$ cat config.mk
export PLATFORM = sky130hd
export DESIGN_NAME = spi_baud_generator
export DESIGN_NICKNAME = d
export VERILOG_FILES = /design/src/rtl/spi_baud_generator.sv
export SDC_FILE = /design/constraint.sdc
export NUM_CORES = 1
export LEC_CHECK = 0
export CAP_MARGIN = 30
export CORE_MARGIN = 2
export CORE_UTILIZATION = 30
export CTS_CLUSTER_DIAMETER = 200
export DETAILED_ROUTE_END_ITERATION = 10
export REMOVE_ABC_BUFFERS = 1
export SYNTH_ARGS = -nofsm -noshare
export SYNTH_HDL_FRONTEND = slang
export SYNTH_SLANG_ARGS = --single-unit
$ cat constraint.sdc
create_clock -name pclk -period 2.9 [get_ports pclk]
set_input_delay 0.58 -clock pclk [delete_from_list [all_inputs] [get_ports pclk]]
set_output_delay 0.58 -clock pclk [all_outputs]
set_load 0.01 [all_outputs]
$ cat src/rtl/spi_baud_generator.sv
// SPI serial clock generator: divides pclk by (sppr+1)*2^(spr+1) and emits one-cycle sample/shift strobes.
// Optional build macro SPI_WAIT_FREEZE_EN: wait mode with spiswai=1 freezes sclk and count instead of idling.
module spi_baud_generator (
  input  logic        pclk,
  input  logic        preset,
  input  logic [1:0]  spi_mode,
  input  logic        spiswai,
  input  logic        ss,
  input  logic        cpol,
  input  logic        cpha,
  input  logic [2:0]  sppr,
  input  logic [2:0]  spr,
  output logic        sclk,
  output logic        miso_recieve_sclk,
  output logic        miso_recieve_sclk0,
  output logic        mosi_send_sclk,
  output logic        mosi_send_sclk0,
  output logic [11:0] baud_rate_divisor
);

  typedef enum logic {IDLE, ACTIVE} state_t;

  state_t      r_state, w_state_next;
  logic [10:0] r_count, w_count_next;
  logic        r_sclk, w_sclk_next;
  logic        r_mr, w_mr_next;
  logic        r_mr0, w_mr0_next;
  logic        r_ms, w_ms_next;
  logic        r_ms0, w_ms0_next;
  logic [11:0] r_div, w_div_next;

  logic [11:0] w_prescale;
  logic [11:0] w_div_calc;
  logic [10:0] w_half_m1;
  logic        w_en;
  logic        w_freeze;

  assign w_prescale = {9'd0, sppr} + 12'd1;
  assign w_div_calc = w_prescale << ({1'b0, spr} + 4'd1);
  assign w_half_m1  = r_div[11:1] - 11'd1;
  assign w_en       = !ss && ((spi_mode == 2'b00) || ((spi_mode == 2'b01) && !spiswai));

`ifdef SPI_WAIT_FREEZE_EN
  assign w_freeze = !ss && (spi_mode == 2'b01) && spiswai;
`else
  assign w_freeze = 1'b0;
`endif

  always_comb begin
    w_state_next = r_state;
    w_count_next = r_count;
    w_sclk_next  = r_sclk;
    w_div_next   = r_div;
    w_mr_next    = 1'b0;
    w_mr0_next   = 1'b0;
    w_ms_next    = 1'b0;
    w_ms0_next   = 1'b0;
    case (r_state)
      IDLE: begin
        w_div_next   = w_div_calc;
        w_sclk_next  = cpol;
        w_count_next = 11'd0;
        if (w_en) w_state_next = ACTIVE;
      end
      ACTIVE: begin
        // Freeze must be tested first: it is a subset of the disabled condition.
        if (w_freeze) begin
          w_count_next = r_count;
        end else if (!w_en) begin
          w_state_next = IDLE;
          w_sclk_next  = cpol;
          w_count_next = 11'd0;
        end else if (r_count == w_half_m1) begin
          w_count_next = 11'd0;
          w_sclk_next  = ~r_sclk;
          if (cpha == cpol) begin
            w_mr_next = !r_sclk;
            w_ms_next = r_sclk;
          end else begin
            w_mr0_next = r_sclk;
            w_ms0_next = !r_sclk;
          end
        end else begin
          w_count_next = r_count + 11'd1;
        end
      end
      default: w_state_next = IDLE;
    endcase
  end

  always_ff @(posedge pclk) begin
    if (preset) begin
      r_state <= IDLE;
      r_count <= 11'd0;
      r_sclk  <= 1'b0;
      r_mr    <= 1'b0;
      r_mr0   <= 1'b0;
      r_ms    <= 1'b0;
      r_ms0   <= 1'b0;
      r_div   <= 12'd2;
    end else begin
      r_state <= w_state_next;
      r_count <= w_count_next;
      r_sclk  <= w_sclk_next;
      r_mr    <= w_mr_next;
      r_mr0   <= w_mr0_next;
      r_ms    <= w_ms_next;
      r_ms0   <= w_ms0_next;
      r_div   <= w_div_next;
    end
  end

  assign sclk               = r_sclk;
  assign miso_recieve_sclk  = r_mr;
  assign miso_recieve_sclk0 = r_mr0;
  assign mosi_send_sclk     = r_ms;
  assign mosi_send_sclk0    = r_ms0;
  assign baud_rate_divisor  = r_div;

endmodule
---- Yosys cells after proc, flatten, opt, wreduce, memory -nomap -nowiden ----
Cells that the tools add are included.
Widths: inputs -> output; s select.
cells by class
  equal/unequal tests ..................... 4
  bitwise logic cells ..................... 5
  shift-type cells ........................ 1
  add/sub/neg operators ................... 4
  reductions and logical operators ........ 9
  muxes and demuxes ....................... 7
operators with widths
  cell                   count
  $mux 11                2
  $pmux 11 s2            1
  $shl 4x4->12           1
  $add 11x1->11 const B  1
  $eq 11x11->1           1
  $sub 11x1->11 const B  1
  $reduce_or 5->1        2
  $add 3x1->4 const B    2
  $not 1->1              5
  $logic_not 1->1        3
  $mux 1                 3
  $ne 3x2->1 const B     1
  $eq 2x1->1 const B     1
  $logic_and 1x1->1      2
  $logic_not 2->1        1
  $pmux 1 s2             1
  $eq 1x1->1             1
  $logic_or 1x1->1       1
word-level totals
  flip-flop bits (word level) ............. 29
  bits of input ports ..................... 14
  word-level logic and storage cells ...... 38

---- Logic depth before layout (Yosys ltp) ----
  depth after elaboration ................. 6
  gate-level depth with buffers ........... 10

---- Least setup slack after synthesis ----
Ideal clock, no wire load.
  kind .................................... register to register
  start point ............................. reg r_div[2], in the netlist baud_rate_divisor[2]
  end point ............................... reg r_count[7]
  library setup time ...................... 0.115 ns
  buffers on the path ..................... 1
  stages on the path, launching flop included .. 8
  data arrival time ....................... 2.214 ns
  clock period less this slack ............ 2.329 ns
  setup slack ............................. 0.571 ns
  cells stage by stage .................... dfxtp_1 > or4_4 > or3_1 > a2111oi_2 > o211a_1 > a31o_1 > buf_6 > nor2_2
between the ends
  word-level cells in the longest chain between the ends .. 5
RTL lines
  element                   line  text
  start: declaration        30    logic [11:0] r_div, w_div_next;
  start signal: assignment  109   r_div <= w_div_next;
  $sub 11x1->11             40    assign w_half_m1 = r_div[11:1] - 11'd1;
  $eq 11x11->1              73    end else if (r_count == w_half_m1) begin
  $mux 11                   73
  $mux 11                   69    end else if (!w_en) begin
  $pmux 11 s2               58    case (r_state)
  end signal: assignment    103   r_count <= w_count_next;
  end: declaration          24    logic [10:0] r_count, w_count_next;
Every way passes these cells.
A chain may end at the register's enable or synchronous reset.

---- Worst setup path after layout ----
  start point ............................. reg r_div[2], in the netlist baud_rate_divisor[2]
  end point ............................... reg r_count[2]
Same word-level chain as after synthesis.

==> results_dict.tcl <==
set metrics [dict create \
    routed_wl_um 3890 \
    instances_no_fill 306 \
    drcViolationCount 0 \
    area_delta_synth_final_pct 27.5 \
    rr_endpoint "r_count[2]$_SDFF_PP0_" \
    synth_top_area_share 0.339 \
    rows 27 \
    htreeDepth 2 \
    hp-start "sclk$_SDFFE_PP0P_" \
    die_w_um 79.6 \
    clkSinkCount 29 \
    fp.dieH_um 79.6 \
    wl_per_cell_um 12.7 \
    p_total_uw 944 \
    synth-seq-cells 29 \
    clk_pin_slew_worst_paths_ps 60 \
    r2r_start "baud_rate_divisor[2]$_SDFFE_PP0N_" \
    p_int_uw 680 \
    min_period_ps 2500 \
    timing.final.max_slew_violations 0 \
    ys_seq_area_frac 0.339 \
    slew_headroom 0.622 \
    reg2reg_depth 7 \
    ant_nets 0 \
    pwr-share-clk 0.335 \
    grt_max_degree 18 \
    synthTopCellsByArea "dfxtp_1 34%, xor2_1 7.2%, xnor2_1 6.6%, nand2_1 3.9%, nor2_2 3.7%" \
    reg2reg_slack_ps 400 \
    vias 1539 \
    rsz0062_at_grt "false" \
    final_core_util 0.397 \
    critPathArrivalTime_ps 2670 \
    antenna_found_initial 0 \
    skew_ps 4.87 \
    min_to "miso_recieve_sclk$_SDFF_PP0_" \
    start_kind "flip-flop" \
    synth_cell_types 47 \
    switchingPower_uw 264 \
    power_frac_seq 0.455 \
    layout.nets 251 \
    vias_per_cell 5.03 \
    hold_viol_final 0 \
    gr-total-overflow 0 \
    finalSetupViolCount 0 \
    cts_buffers 5 \
    numPortBuffers 30 \
    status "finished clean" \
    end_kind "flip-flop" \
    whs_ps 485 \
    cts-resized-gates 0 \
    powerDensity_nw_per_um2 432 \
    drv_cap 0 \
    p_leak_uw 0.000758 \
    synthArstFlopShare 0 \
    grt_usage 0.131 \
    worstPathMaxFanout 11 \
    grt_pass1_vias 1339 \
    ctsRootBufferMaster "clkbuf_8" \
    final.setup.tns_ps 0 \
    peakVddDrop_mv 0.157 \
    clock_latency_ps 280 \
    post_cts_buffers 0 \
    synth.avg_cell_area_um2 8.61 \
    die_area_um2 6330 \
    start_util 0.311 \
    postSynthCellCount 199 \
    grt_pass1_wl_um 6430 \
    num_io_pins 31 \
    dr.pass1.iters 4 \
    synth_top_flop_cell "dfxtp_1" \
    cts_hold_buf 0 \
    nFillCells 550 \
    synth_edf_count 0 \
    post-route-period-util 0.861 \
    worst_pin_slew_ps 553 \
    drt_iter0_markers 64 \
    yosysWarningCount 0 \
    synth_area_um2 1710 \
    coreArea_um2 5510 \
    clock.fmax_ghz 0.400 \
    yosysTopAreaCell "dfxtp_1" \
    critPathKind "reg -> reg" \
    diodes 0 \
    place.gp.congestion 0.783 \
    required_ps 3080 \
    dp_cells 298 \
    hp-class "reg -> reg" \
    drive_gt1_frac 0.115 \
    dp_hpwl_um 2910 \
    cts_tree "done" \
    clk_path_buf_depth 2 \
    combPwrFrac 0.210 \
    switching_share 0.280 \
    holdPathStages 1 \
]
==> cell families (layout without fill, tap and decap cells) <==
| family | after synthesis | count (layout) | synth area share |
|---|---|---|---|
| xor gates and xnor gates | 27 | 27 | 0.138 |
| muxes | 3 | 3 | 0.0190 |
| and+or+nand+nor | 77 | 77 | 0.243 |
| buffers and inverters | 16 | 51 | 0.0394 |
| DFF | 29 | 29 | 0.339 |
| AOI/OAI and AO/OA | 43 | 43 | 0.192 |
| adders and majority gates | 4 | 4 | 0.0292 |
==> Yosys cell counts, types with 3 or more instances <==
library cell  instances
ha_1                  4
clkbuf_1              7
nor3_1                5
inv_1                 8
nand4_1               4
xnor2_1              13
a21oi_1              12
nor2_2               10
o21ai_1               4
xor2_1               14
o211ai_1              3
and3_1                3
nand3_1               4
a22oi_1               3
nor2_1               11
dfxtp_1              29
nand2_1              18
nor4_1                6
a31o_1                3
nand2b_1              3
==> through the flow <==
step	setup slack, ps	cell area, µm²
3_5_place_dp	402	2100
6_report	403	2180
4_1_cts	393	2180
3_3_place_gp	410	2100
2_1_floorplan	394	1680
5_1_grt	255	2180
==> critical path, cell delays in order (launching register included) <==
cell       delay [ps]
dfxtp_1           350
or4_4             550
or3_1             380
a2111oi_2         370
o211a_1           290
a31o_1            160
buf_4             210
nor2_1             70
==> flip-flops by register name, indices dropped and copies added (netlist names) <==
| signal | count |
|---|---|
| mosi_send_sclk | 1 |
| sclk | 1 |
| r_state | 1 |
| miso_recieve_sclk0 | 1 |
| r_count | 11 |
| miso_recieve_sclk | 1 |
| baud_rate_divisor | 12 |
| mosi_send_sclk0 | 1 |
==> placed cells by master (no fill, tap or decap), types with 4 or more instances in the layout <==
cell / count
nand3_1: 4
nor2_2: 10
nor3_1: 5
dfxtp_1: 29
ha_1: 4
a21oi_1: 12
o21ai_1: 4
nand4_1: 4
xnor2_1: 13
inv_1: 8
clkdlybuf4s50_1: 30
nor2_1: 11
clkbuf_8: 5
nand2_1: 18
nor4_1: 6
buf_4: 5
xor2_1: 14
==> power groups by stage <==
stage / logic (µW) / registers, µW / clock network, µW
finish: 198 / 430 / 316
global placement: 196 / 438 / 0
detailed placement: 198 / 438 / 0
floorplan: 121 / 437 / 0
CTS: 199 / 429 / 328
global route: 219 / 431 / 345
==> worst max path at each step <==
stage | start | endpoint | slack, ps | cells past startpoint
floorplan | baud_rate_divisor[2]$_SDFFE_PP0N_ | r_count[2]$_SDFF_PP0_ | 390 | 6
global placement | baud_rate_divisor[2]$_SDFFE_PP0N_ | r_count[2]$_SDFF_PP0_ | 410 | 7
detailed placement | baud_rate_divisor[2]$_SDFFE_PP0N_ | r_count[2]$_SDFF_PP0_ | 400 | 7
CTS | baud_rate_divisor[2]$_SDFFE_PP0N_ | r_count[2]$_SDFF_PP0_ | 390 | 7
global route | baud_rate_divisor[2]$_SDFFE_PP0N_ | r_count[2]$_SDFF_PP0_ | 260 | 7
finish | baud_rate_divisor[2]$_SDFFE_PP0N_ | r_count[2]$_SDFF_PP0_ | 400 | 7
==> routing by layer <==
layer,global-route usage,up-vias,routed length [µm],share of wire
li1,-,786,-,-
met3,0.0385,8,176,0.045
met5,0,-,0,0
met1,0.182,714,2020,0.52
met2,0.182,31,1620,0.42
met4,0.0621,0,75,0.019
==> final cells by class <==
type,instances,area [µm²],area share
multi-input cells,154,1060,0.488
flip-flops and latches,29,581,0.266
repair buffers,35,338,0.155
well taps,72,90.1,0.0413
clock buffers,8,80.1,0.0367
inverters,8,30.0,0.0138
Note: power is estimated with default switching activity, not from simulation.
